$ cat src/rtl/seq_prio_enc.sv
// Sequential priority encoder: captures a multi-hot word and emits the index
// of each set bit, one per accepted handshake, highest-first or lowest-first.
module seq_prio_enc #(
  parameter int PRIO_HIGH = 1
) (
  input  logic       clk,
  input  logic       rst_n,
  input  logic       load,
  input  logic [7:0] w,
  input  logic       ready,
  output logic       valid,
  output logic [2:0] y,
  output logic       last,
  output logic       busy,
  output logic       zero
);

  typedef enum logic {
    IDLE = 1'b0,
    EMIT = 1'b1
  } state_t;

  state_t     state_q, state_d;
  logic [7:0] pending_q, pending_d;
  logic       zero_q, zero_d;

  logic [2:0] y_enc;
  logic       single_bit;
  logic       emitting;

  // Priority-encode the pending word; the later loop hit wins, so the loop
  // direction selects highest-first or lowest-first.
  always_comb begin
    y_enc = 3'd0;
    if (PRIO_HIGH != 0) begin
      for (int i = 0; i < 8; i++) begin
        if (pending_q[i]) y_enc = 3'(i);
      end
    end else begin
      for (int i = 7; i >= 0; i--) begin
        if (pending_q[i]) y_enc = 3'(i);
      end
    end
  end

  // Exactly one bit left means the current index is the final one.
  always_comb begin
    single_bit = (pending_q != 8'd0) &&
                 ((pending_q & (pending_q - 8'd1)) == 8'd0);
  end

  // Outputs are decoded from registered state only, so they move on clock edges.
  always_comb begin
    emitting = (state_q == EMIT);
    valid    = emitting;
    busy     = emitting;
    y        = emitting ? y_enc : 3'd0;
    last     = emitting && single_bit;
    zero     = zero_q;
  end

  // Next-state: capture in IDLE, clear the emitted bit on each handshake.
  always_comb begin
    state_d   = state_q;
    pending_d = pending_q;
    zero_d    = 1'b0;
    case (state_q)
      IDLE: begin
        if (load) begin
          if (w != 8'd0) begin
            pending_d = w;
            state_d   = EMIT;
          end else begin
            zero_d = 1'b1;
          end
        end
      end
      EMIT: begin
        // load is deliberately not examined here, even on the final edge.
        if (ready) begin
          pending_d = pending_q & ~(8'd1 << y_enc);
          if (single_bit) state_d = IDLE;
        end
      end
      default: begin
        state_d   = IDLE;
        pending_d = 8'd0;
      end
    endcase
  end

  // State register with synchronous active-low reset taking priority.
  always_ff @(posedge clk) begin
    if (!rst_n) begin
      state_q   <= IDLE;
      pending_q <= 8'd0;
      zero_q    <= 1'b0;
    end else begin
      state_q   <= state_d;
      pending_q <= pending_d;
      zero_q    <= zero_d;
    end
  end

endmodule

$ cat config.mk
export PLATFORM = sky130hd
export DESIGN_NAME = seq_prio_enc
export DESIGN_NICKNAME = d
export VERILOG_FILES = /design/src/rtl/seq_prio_enc.sv
export SDC_FILE = /design/constraint.sdc
export NUM_CORES = 1
export LEC_CHECK = 0
export ABC_CLOCK_PERIOD_IN_PS = 2200
export CAP_MARGIN = 0
export CORE_MARGIN = 2
export CORE_UTILIZATION = 40
export CTS_BUF_LIST = sky130_fd_sc_hd__clkbuf_4 sky130_fd_sc_hd__clkbuf_8
export CTS_CLUSTER_DIAMETER = 30
export DETAILED_ROUTE_END_ITERATION = 12
export GPL_TIMING_DRIVEN = 0
export HOLD_SLACK_MARGIN = 0.1
export PLACE_DENSITY = 0.69
export SLEW_MARGIN = 5
export SYNTH_ARGS = -nofsm -noshare
export SYNTH_HDL_FRONTEND = slang
export SYNTH_SLANG_ARGS = --single-unit
$ cat constraint.sdc
create_clock -name clk -period 2.2 [get_ports clk]
set_clock_uncertainty 0.2 [all_clocks]
set_input_delay 0.22 -clock clk [delete_from_list [all_inputs] [get_ports clk]]
set_output_delay 0.22 -clock clk [all_outputs]
set_load 0.005 [all_outputs]
After elaboration in Yosys (flattened, before gate mapping)

Cells that the tools add are included.
Widths: inputs -> output; s select.

Input port bits: 12
Logic and storage cells: 39
Flip-flop bits (word level): 10

Equality and inequality tests: 3
Multiplexer cells: 18
Bitwise gates (word level): 6
Add/subtract/negate cells: 1
Reductions and logical operators: 7
Shift-type cells: 1

Operators with widths:

| kind                | number |
|---|---|
| $mux 8              | 3 |
| $mux 3              | 6 |
| $and 8x8->8         | 2 |
| $pmux 8 s2          | 1 |
| $reduce_bool 8->1   | 2 |
| $logic_not 8->1     | 1 |
| $not 8->8           | 1 |
| $shl 1x3->8 const A | 1 |
| $sub 8x1->8 const B | 1 |
| $mux 1              | 6 |
| $ne 2x2->1 const B  | 3 |
| $not 1->1           | 3 |
| $reduce_and 3->1    | 1 |
| $reduce_or 3->1     | 1 |
| $logic_and 1x1->1   | 2 |
| $mux 2              | 1 |
| $pmux 1 s2          | 1 |

Depth between registers and ports, before layout

Gate-level depths: netlist (run 1).

Word-level depth: 12
Depth in mapped cells: 6
Mapped depth without buffers: 5

Worst setup path before layout (run 1)

No wires, ideal clock.

Kind: flip-flop to output port
From: register pending_q[4]
To: output last
Stages on the path, launching flop included: 6
Slack: 0.366 ns
Arrival time: 1.414 ns
Cells stage by stage: dfxtp_1 > buf_6 > or4b_2 > a21oi_1 > a211oi_2 > nor2_1

Cells in the longest elaborated chain, start to end: 5
Elaborated cells between the ends (all ways): 6
Classes of those cells: add/sub (1); bitwise (1); reduce/logical (4)

Ends and longest elaborated chain:

| item                   | line | RTL |
|---|---|---|
| start, declared        | 24   | `logic [7:0] pending_q, pending_d;` |
| start signal, assigned | 100  | `pending_q <= pending_d;` |
| $sub 8x1->8            | 49   | `((pending_q & (pending_q - 8'd1)) == 8'd0);` |
| $and 8x8->8            | 49   |  |
| $logic_not 8->1        | 49   |  |
| $logic_and 1x1->1 (*)  | 48   | `single_bit = (pending_q != 8'd0) &&` |
| $logic_and 1x1->1 (*)  | 58   | `last = emitting && single_bit;` |
| end, declared          | 13   | `output logic last,` |

Every way passes the cells marked *; elsewhere a longest branch is shown, timed or not.

Final worst setup path (run 1)

From: register pending_q[2]
To: output last

Same word-level chain as after synthesis.

==> out/results.txt, run 1 <==
The worst hold path passes through 2 cells. The tools report the effective utilization at floorplan as 0.427. For this design the top-level I/O count stands at 19. Worst path setup slack after routing: -0.0742 ns. The clock group share of total power is 0.299, and the part of the Yosys area used for sequential elements is 0.311. Summed over all nets, the switching power comes to 179 µW. The global routing met2 resource utilization is 0.312. For the count of endpoints failing setup in the final report, the log shows 1. Number of cells in the design after placement: 115.

The run gives 1940 µm² as the die footprint. End of the worst register-to-register path: busy. Synthesis-to-finish area growth: 44.2%. The net count of the mapped netlist is 93. Global routing finished with a remaining overflow of 0.

Yosys mapped the design onto 35 distinct sky130hd cell types. The most critical setup path has its endpoint at last. The critical path's slowest cell is sky130_fd_sc_hd__or4_4.

The run gives 1 as the count of H-tree levels built during CTS. The min-delay analysis places its worst path in the category reg -> reg. Across the run, the number of max-cap violations was 0.

The final critical-path share of the clock period is 1.03. The initialized floorplan defines 14 standard-cell rows. The share of layout cells above drive strength 1 was 0.231; the global routing met1 resource utilization was 0.264. The setup path with the least slack is of type reg -> out. The synthesized area divided by synthesized cell count came out at 7.94 µm². Routed length per placed instance: 13.8 µm.

The logs give 10 for the clock sink total and 0.20 ns for the setup slack of the worst register-to-register path. Before antenna repair, the detailed router went through 4 iterations. Number of global-route vias before repair: 661. The count of buffers inserted at the top-level ports works out to 18.

The tools report the clock tree buffer depth as 2. The number of buffers inserted for hold repair after clock tree synthesis is 0. The tools report the overall track demand over capacity in global routing as 0.196.

The tools report the total non-filler cell area in the finished layout as 927 µm². At the placement stage, the worst setup path has a slack of -0.258 ns. The cell at the root of the clock tree is sky130_fd_sc_hd__clkbuf_4.

Total area of multi-input combinational cells: 433 µm². The synthesized flop and latch total works out to 10. Setup repair after global routing could not meet its margin everywhere. Number of filler instances in the final layout: 144. The flow ran to the end, but the final reports show violations. The logs give 2.83 mm for the global-route wire length before repair and 0.316 ns for the worst hold slack across all endpoints. The worst setup path is launched from a flop.

The number of diodes was 0; the via-per-instance ratio was 5.78. The count of vias placed by the detailed router was 694. The launching instance or port of the critical path was pending_q[2]. The tools report the combinational cell fraction of total power as 0.333. In the routed design, unresolved DRC markers number 0.

The checks that failed: setup timing. The clock-pin transition on the worst setup and hold timing paths was 0.07 ns; the area of the core was 1510 µm². The run gives 843 µm² as the post-detailed-placement cell area. The logic depth of the worst register-to-register path came out at 6. For the headroom to the max-slew limit, the log shows 0.735. The DRC violation total after the first TritonRoute iteration is 12. The post-synthesis cell area was 643 µm². TritonCTS built the clock tree. Synthesis produced a netlist whose cell count is 81.

The arrival time of data at the critical path endpoint is 1.85 ns, and the power per unit of standard cell area is 625 nW/µm². The switching part of the total power works out to 0.310. Once detail routing completed, the nets flagged for antenna violations numbered 0.

At the later pin of the worst-skew pair, clock insertion delay measures 0.28 ns. The HPWL after detailed placement is 1.19 mm. The logs give 0.615 for the post-route core utilization and 0 for the initial antenna violation count. The worst setup path is captured at an output port. Routability-driven placement finished with a final weighted congestion of 0.841. The die is 44.1 µm wide. The logs give 0.357 nW for the leakage power and 0.0245 for the met3 layer usage reported by global route. Entering global routing, the biggest net connects 11 pins.

The fraction of power consumed by sequential logic was 0.367; the peak ir drop on the vdd network was 437 µV. The sequential cell area in the final layout is 204 µm², and the actual slew at the worst max-slew pin is 0.398 ns. The signal on the critical path passes through or4_4 -> xor2_1 -> a211oi_2 -> nor2_1 -> buf_2. Delay contributed by the slowest stage of the critical path: 0.58 ns.

Highest fanout seen on the critical path: 6. The final critical-path required period is 2.27 ns, and the final standard cell count with taps included and fillers excluded is 120. Final number of hold-violating endpoints: 0. The internal portion of the total power is 400 µW. At the worst endpoint, the required time is 1.78 ns.

The post-layout net count was 117; the final number of max-transition violations was 0. The logs give 440 MHz for the maximum clock rate and 1.66 mm for the total wire length. The tools report the yosys synthesis warning count as 0.

Beginning of the worst register-to-register path: pending_q[2]. The height of the die is 44.1 µm. In this run the most used layer during global routing was met2. The total clock buffers created by CTS came out at 3.
worst min path at each step:
stage	endpoint	from	slack, ns
floorplan	pending_q[4]	w[4]	0.15
global placement	pending_q[2]	pending_q[2]	0.33
detailed placement	pending_q[2]	pending_q[2]	0.34
CTS	pending_q[3]	w[3]	0.35
global route	pending_q[3]	w[3]	0.35
finish	pending_q[2]	pending_q[2]	0.32
stage by stage:
stage | total power, mW | setup TNS [ns]
after floorplan | 0.316 | 0
after global placement | 0.381 | -1.04
after detailed placement | 0.384 | -1.08
after CTS | 0.562 | -0.0631
after global routing | 0.607 | -0.155
final | 0.579 | -0.0742
cells by family (layout without fill, tap and decap cells):
kind of cell,count (synthesis),in the layout,synth area share
simple gates,35,35,0.292
compound gates,27,27,0.288
flops,10,10,0.311
buf+inv,7,30,0.0798
fa+ha+maj,1,1,0.0156
xor+xnor,1,1,0.0136
worst max-delay path: cells and delay by family (launching register included):
| kind | cells | cell delay [ns] |
|---|---|---|
| xor gates and xnor gates | 1 | 0.18 |
| and+or+nand+nor | 2 | 0.65 |
| buffers and inverters | 1 | 0.13 |
| AOI/OAI and AO/OA | 1 | 0.29 |
| DFF | 1 | 0.35 |
power groups by stage:
stage | Sequential, mW | Combinational, mW | Clock [mW]
after detailed placement | 0.214 | 0.169 | 0
final | 0.213 | 0.193 | 0.173
after floorplan | 0.210 | 0.106 | 0
after CTS | 0.211 | 0.177 | 0.174
after global placement | 0.213 | 0.168 | 0
after global routing | 0.215 | 0.209 | 0.183
flip-flops by register name, summed over array words and instances, names as in the netlist:
name and count:
busy 1, pending_q 8, zero 1
layout make-up:
cell class | instances | area share
Clock buffer | 4 | 0.0391
Buffer | 6 | 0.0513
Timing Repair Buffer | 19 | 0.197
Inverter | 1 | 0.00405
Multi-Input combinational cell | 64 | 0.467
Sequential cell | 10 | 0.220
Tap cell | 16 | 0.0216
cell usage in the layout (no fill, tap or decap), types with 2 or more instances in the layout:
cell,count
sky130_fd_sc_hd__a21boi_0,2
sky130_fd_sc_hd__nor4_1,2
sky130_fd_sc_hd__nand3_1,3
sky130_fd_sc_hd__a211oi_2,2
sky130_fd_sc_hd__buf_2,3
sky130_fd_sc_hd__nor2b_1,2
sky130_fd_sc_hd__dfxtp_1,7
sky130_fd_sc_hd__a21o_1,2
sky130_fd_sc_hd__a22oi_1,2
sky130_fd_sc_hd__a21oi_1,3
sky130_fd_sc_hd__o21ai_0,4
sky130_fd_sc_hd__o31ai_1,2
sky130_fd_sc_hd__nor2_1,6
sky130_fd_sc_hd__buf_4,3
sky130_fd_sc_hd__dfxtp_2,3
sky130_fd_sc_hd__nand2b_1,2
sky130_fd_sc_hd__nor3_1,2
sky130_fd_sc_hd__clkbuf_4,3
sky130_fd_sc_hd__nand2_1,11
sky130_fd_sc_hd__clkdlybuf4s50_1,17
sky130_fd_sc_hd__buf_6,2
metal layers:
layer | vias up | routed length [µm]
met2 | 18 | 797
li1 | 343 | -
met1 | 328 | 767
met4 | 0 | 35
met3 | 5 | 61
met5 | - | 0
repair_timing:
| item | in CTS | in global routing |
|---|---|---|
| pin swaps | 2 | 3 |
| gates resized for setup | 10 | 6 |
| cloned | 0 | 0 |
| setup buffers | 0 | 1 |
| setup endpoints to repair | 3 | 6 |
cell usage after synthesis (all sizes together):
cell type / instances / area share
a211oi: 2 / 0.031
a21boi: 3 / 0.035
a21o: 2 / 0.023
a21oi: 4 / 0.031
a22oi: 3 / 0.035
and2: 1 / 0.0097
buf: 6 / 0.074
dfxtp: 10 / 0.31
inv: 1 / 0.0058
maj3: 1 / 0.016
nand2: 11 / 0.064
nand2b: 2 / 0.019
nand3: 3 / 0.023
nand3b: 1 / 0.012
nor2: 6 / 0.035
nor2b: 2 / 0.019
nor3: 2 / 0.016
nor3b: 1 / 0.012
nor4: 2 / 0.019
nor4b: 1 / 0.014
o211ai: 1 / 0.012
o21a: 1 / 0.012
o21ai: 6 / 0.047
o22ai: 1 / 0.0097
o31ai: 3 / 0.035
o41a: 1 / 0.018
or4: 1 / 0.018
or4b: 2 / 0.031
xor2: 1 / 0.014
No activity file was read; power rests on OpenSTA's default activity.
==> run 2, diff against run 1 <==
Settings changed: CELL_PAD_IN_SITES_DETAIL_PLACEMENT set to 1, CELL_PAD_IN_SITES_GLOBAL_PLACEMENT set to 1, CORE_MARGIN 2 to 4, CORE_UTILIZATION 40 to 34, HOLD_SLACK_MARGIN 0.1 to not set, PLACE_DENSITY 0.69 to not set, PLACE_DENSITY_LB_ADDON set to 0.1.
==> run 2 against run 1 <==
Routed wire length increased by 21%; final cell count up 11%; the run now ends clean; sequential power is essentially flat; die area up 36%; cell area grew 5.5%; register-to-register slack worse by 0.06 ns; combinational power rose by 16%; critical path depth unchanged; sequential share of layout area fell by 1.0 points; flip-flop and latch count is the same; maximum frequency rose by 3.5%.
==> out/results.txt, run 2 (synthesis results as in run 1) <==
The share of layout cells above drive strength 1 came out at 0.287. The worst path setup slack after routing was 0.00198 ns. For this run, design rule violations remaining after detail routing come to 0. For this run, the top clock speed supported by timing is 455 MHz. The die covers 2650 µm².

The leakage power is 0.380 nW, and the arrival time of data at the critical path endpoint is 1.78 ns. The critical path start-end classification is reg -> out. The multi-input combinational cells in the finished layout cover a total of 445 µm².

The sequential cell area in the final layout is 205 µm², and the global-route wire length before repair is 3.48 mm. For the final number of max-transition violations, the log shows 0. The run finished with clean final reports. The total clock buffers created by CTS is 3. The width of the die is 51.5 µm. The final critical-path share of the clock period was 0.999.

After layout, the design draws a total of 560 µW. The routed length per placed instance is 15.2 µm, and the count of H-tree levels built during CTS is 1. Counting every sink on the clock net gives 10. The critical path data required time is 1.78 ns. The peak ir drop on the vdd network is 306 µV, and the final estimated routing congestion in global placement is 0.764. The placed wire-length estimate after detailed placement was 1.40 mm. The class of the tightest hold or removal check is reg -> reg. The clock latency reported for the late side of the worst-skew pair was 0.26 ns; the delay contributed by the slowest stage of the critical path was 0.58 ns. The tools report the cell at the root of the clock tree as sky130_fd_sc_hd__clkbuf_4. The via-per-instance ratio is 5.47. In this run the worst path has a maximum fanout of 3. The number of filler instances in the final layout was 230; the post-route core utilization was 0.555. Setup repair after global routing could not meet its margin everywhere.

Port buffering added 18 buffers. The logs give 727 for the count of vias placed by the detailed router and 4 for the count of TritonRoute iterations in the first routing pass. The floorplan step set the die height to 51.5 µm.

0 antenna diodes ended up in the layout. For the effective utilization at floorplan, the log shows 0.365. The number of global-route vias before repair is 722, and the area of the core is 1760 µm². The critical path goes through or4_4 -> xor2_2 -> a211oi_2 -> nor2_1 -> buf_2.

Leaving out fill and tap cells, the most frequent cell in the layout is sky130_fd_sc_hd__clkdlybuf4s50_1. TritonCTS built the clock tree. Across the run, the number of max-cap violations was 0.

The floorplan has 15 rows. The logs give 2 for the clock tree buffer depth and 0.175 for the overall track demand over capacity in global routing. Setup violations remaining at the end of the flow were counted as 0.

The headroom to the max-slew limit was 0.730; the worst hold path cell count was 2. Subtracting the final worst setup slack from the clock period gives 2.20 ns. Worst-case setup slack after placement: -0.196 ns. On the critical path, the stage with the largest delay is an instance of sky130_fd_sc_hd__or4_4. Sort of element at the end of the critical path: an output port. The post-layout net count is 122, and the number of flip-flops under the largest register name is 8.

For the total wire length, the log shows 2.02 mm. The post-detailed-placement cell area was 855 µm²; the number of nets with antenna violations after detailed routing was 0. The run gives 0 as the final number of hold-violating endpoints. The worst setup path is launched from a flop. Clock-pin slew was measured on the worst setup and hold paths at 0.06 ns.

The total non-filler cell area in the finished layout is 978 µm², and the DRC violation total after the first TritonRoute iteration is 13. Leaving out fill and tap cells, the most frequent cells in the layout are sky130_fd_sc_hd__clkdlybuf4s50_1, sky130_fd_sc_hd__nand2_1, sky130_fd_sc_hd__buf_4, sky130_fd_sc_hd__nor2_1, sky130_fd_sc_hd__dfxtp_1. Initial antenna violation count: 0. At the pin with the least slew margin, the transition time is 0.405 ns.

For this design the top-level I/O count stands at 19. The global route total overflow is 0, and the power per unit of standard cell area is 572 nW/µm². For the worst flop-to-flop path, the logic depth is 7.

The largest register by flop count is pending_q. Buffers inserted to repair hold after CTS numbered 0. The tools report the maximum number of pins on one net before global-route repair as 11.

Compared with the post-synthesis result, the final layout area differs by 52.1%.
## run 2: through the flow
step / instances / hold slack [ns] / setup TNS [ns]
floorplan: 81 / 0.150 / 0
global placement: 124 / 0.318 / -0.707
detailed placement: 124 / 0.329 / -0.785
CTS: 132 / 0.334 / -0.0303
global route: 133 / 0.352 / -0.100
finish: 133 / 0.327 / 0
## run 2: critical path: cells and delay by family, from the launching register on
kind / cells / cell delay [ns]
compound gates: 1 / 0.23
xor+xnor: 1 / 0.20
buf+inv: 1 / 0.12
flops: 1 / 0.32
simple gates: 2 / 0.64
## run 2: report_power, final
group	switching (mW)	leakage, nW	total [mW]	internal, mW
Combinational	0.0998	0.282	0.223	0.123
Sequential	0.0174	0.0837	0.212	0.195
Clock	0.0618	0.0138	0.125	0.0632
## run 2: metal layers
metal  up-vias  global-route usage  wire [µm]
li1        354                   -          -
met1       352               0.223        910
met2        17               0.290        993
met3         4              0.0401         91
met4         0              0.0524         20
met5         -                   0          0
## run 2: path summary, 6_finish.rpt
path                 from  slack (ns)      endpoint
max          pending_q[1]       0.002          last
max reg2reg  pending_q[1]        0.14          busy
min reg2reg  pending_q[2]        0.33  pending_q[2]
min          pending_q[2]        0.33  pending_q[2]
## run 2: cell type report
| class | instances | area share |
|---|---|---|
| Tap cell | 25 | 0.0320 |
| Buffer | 6 | 0.0512 |
| Sequential cell | 10 | 0.210 |
| Clock buffer | 3 | 0.0230 |
| Timing Repair Buffer | 24 | 0.225 |
| Multi-Input combinational cell | 64 | 0.455 |
| Inverter | 1 | 0.00384 |
## run 2: timing repair
item | in CTS | in global routing
gates resized for setup | 16 | 4
pin swaps | 5 | 2
buffers inserted | 5 | 1
setup endpoints to repair | 3 | 9
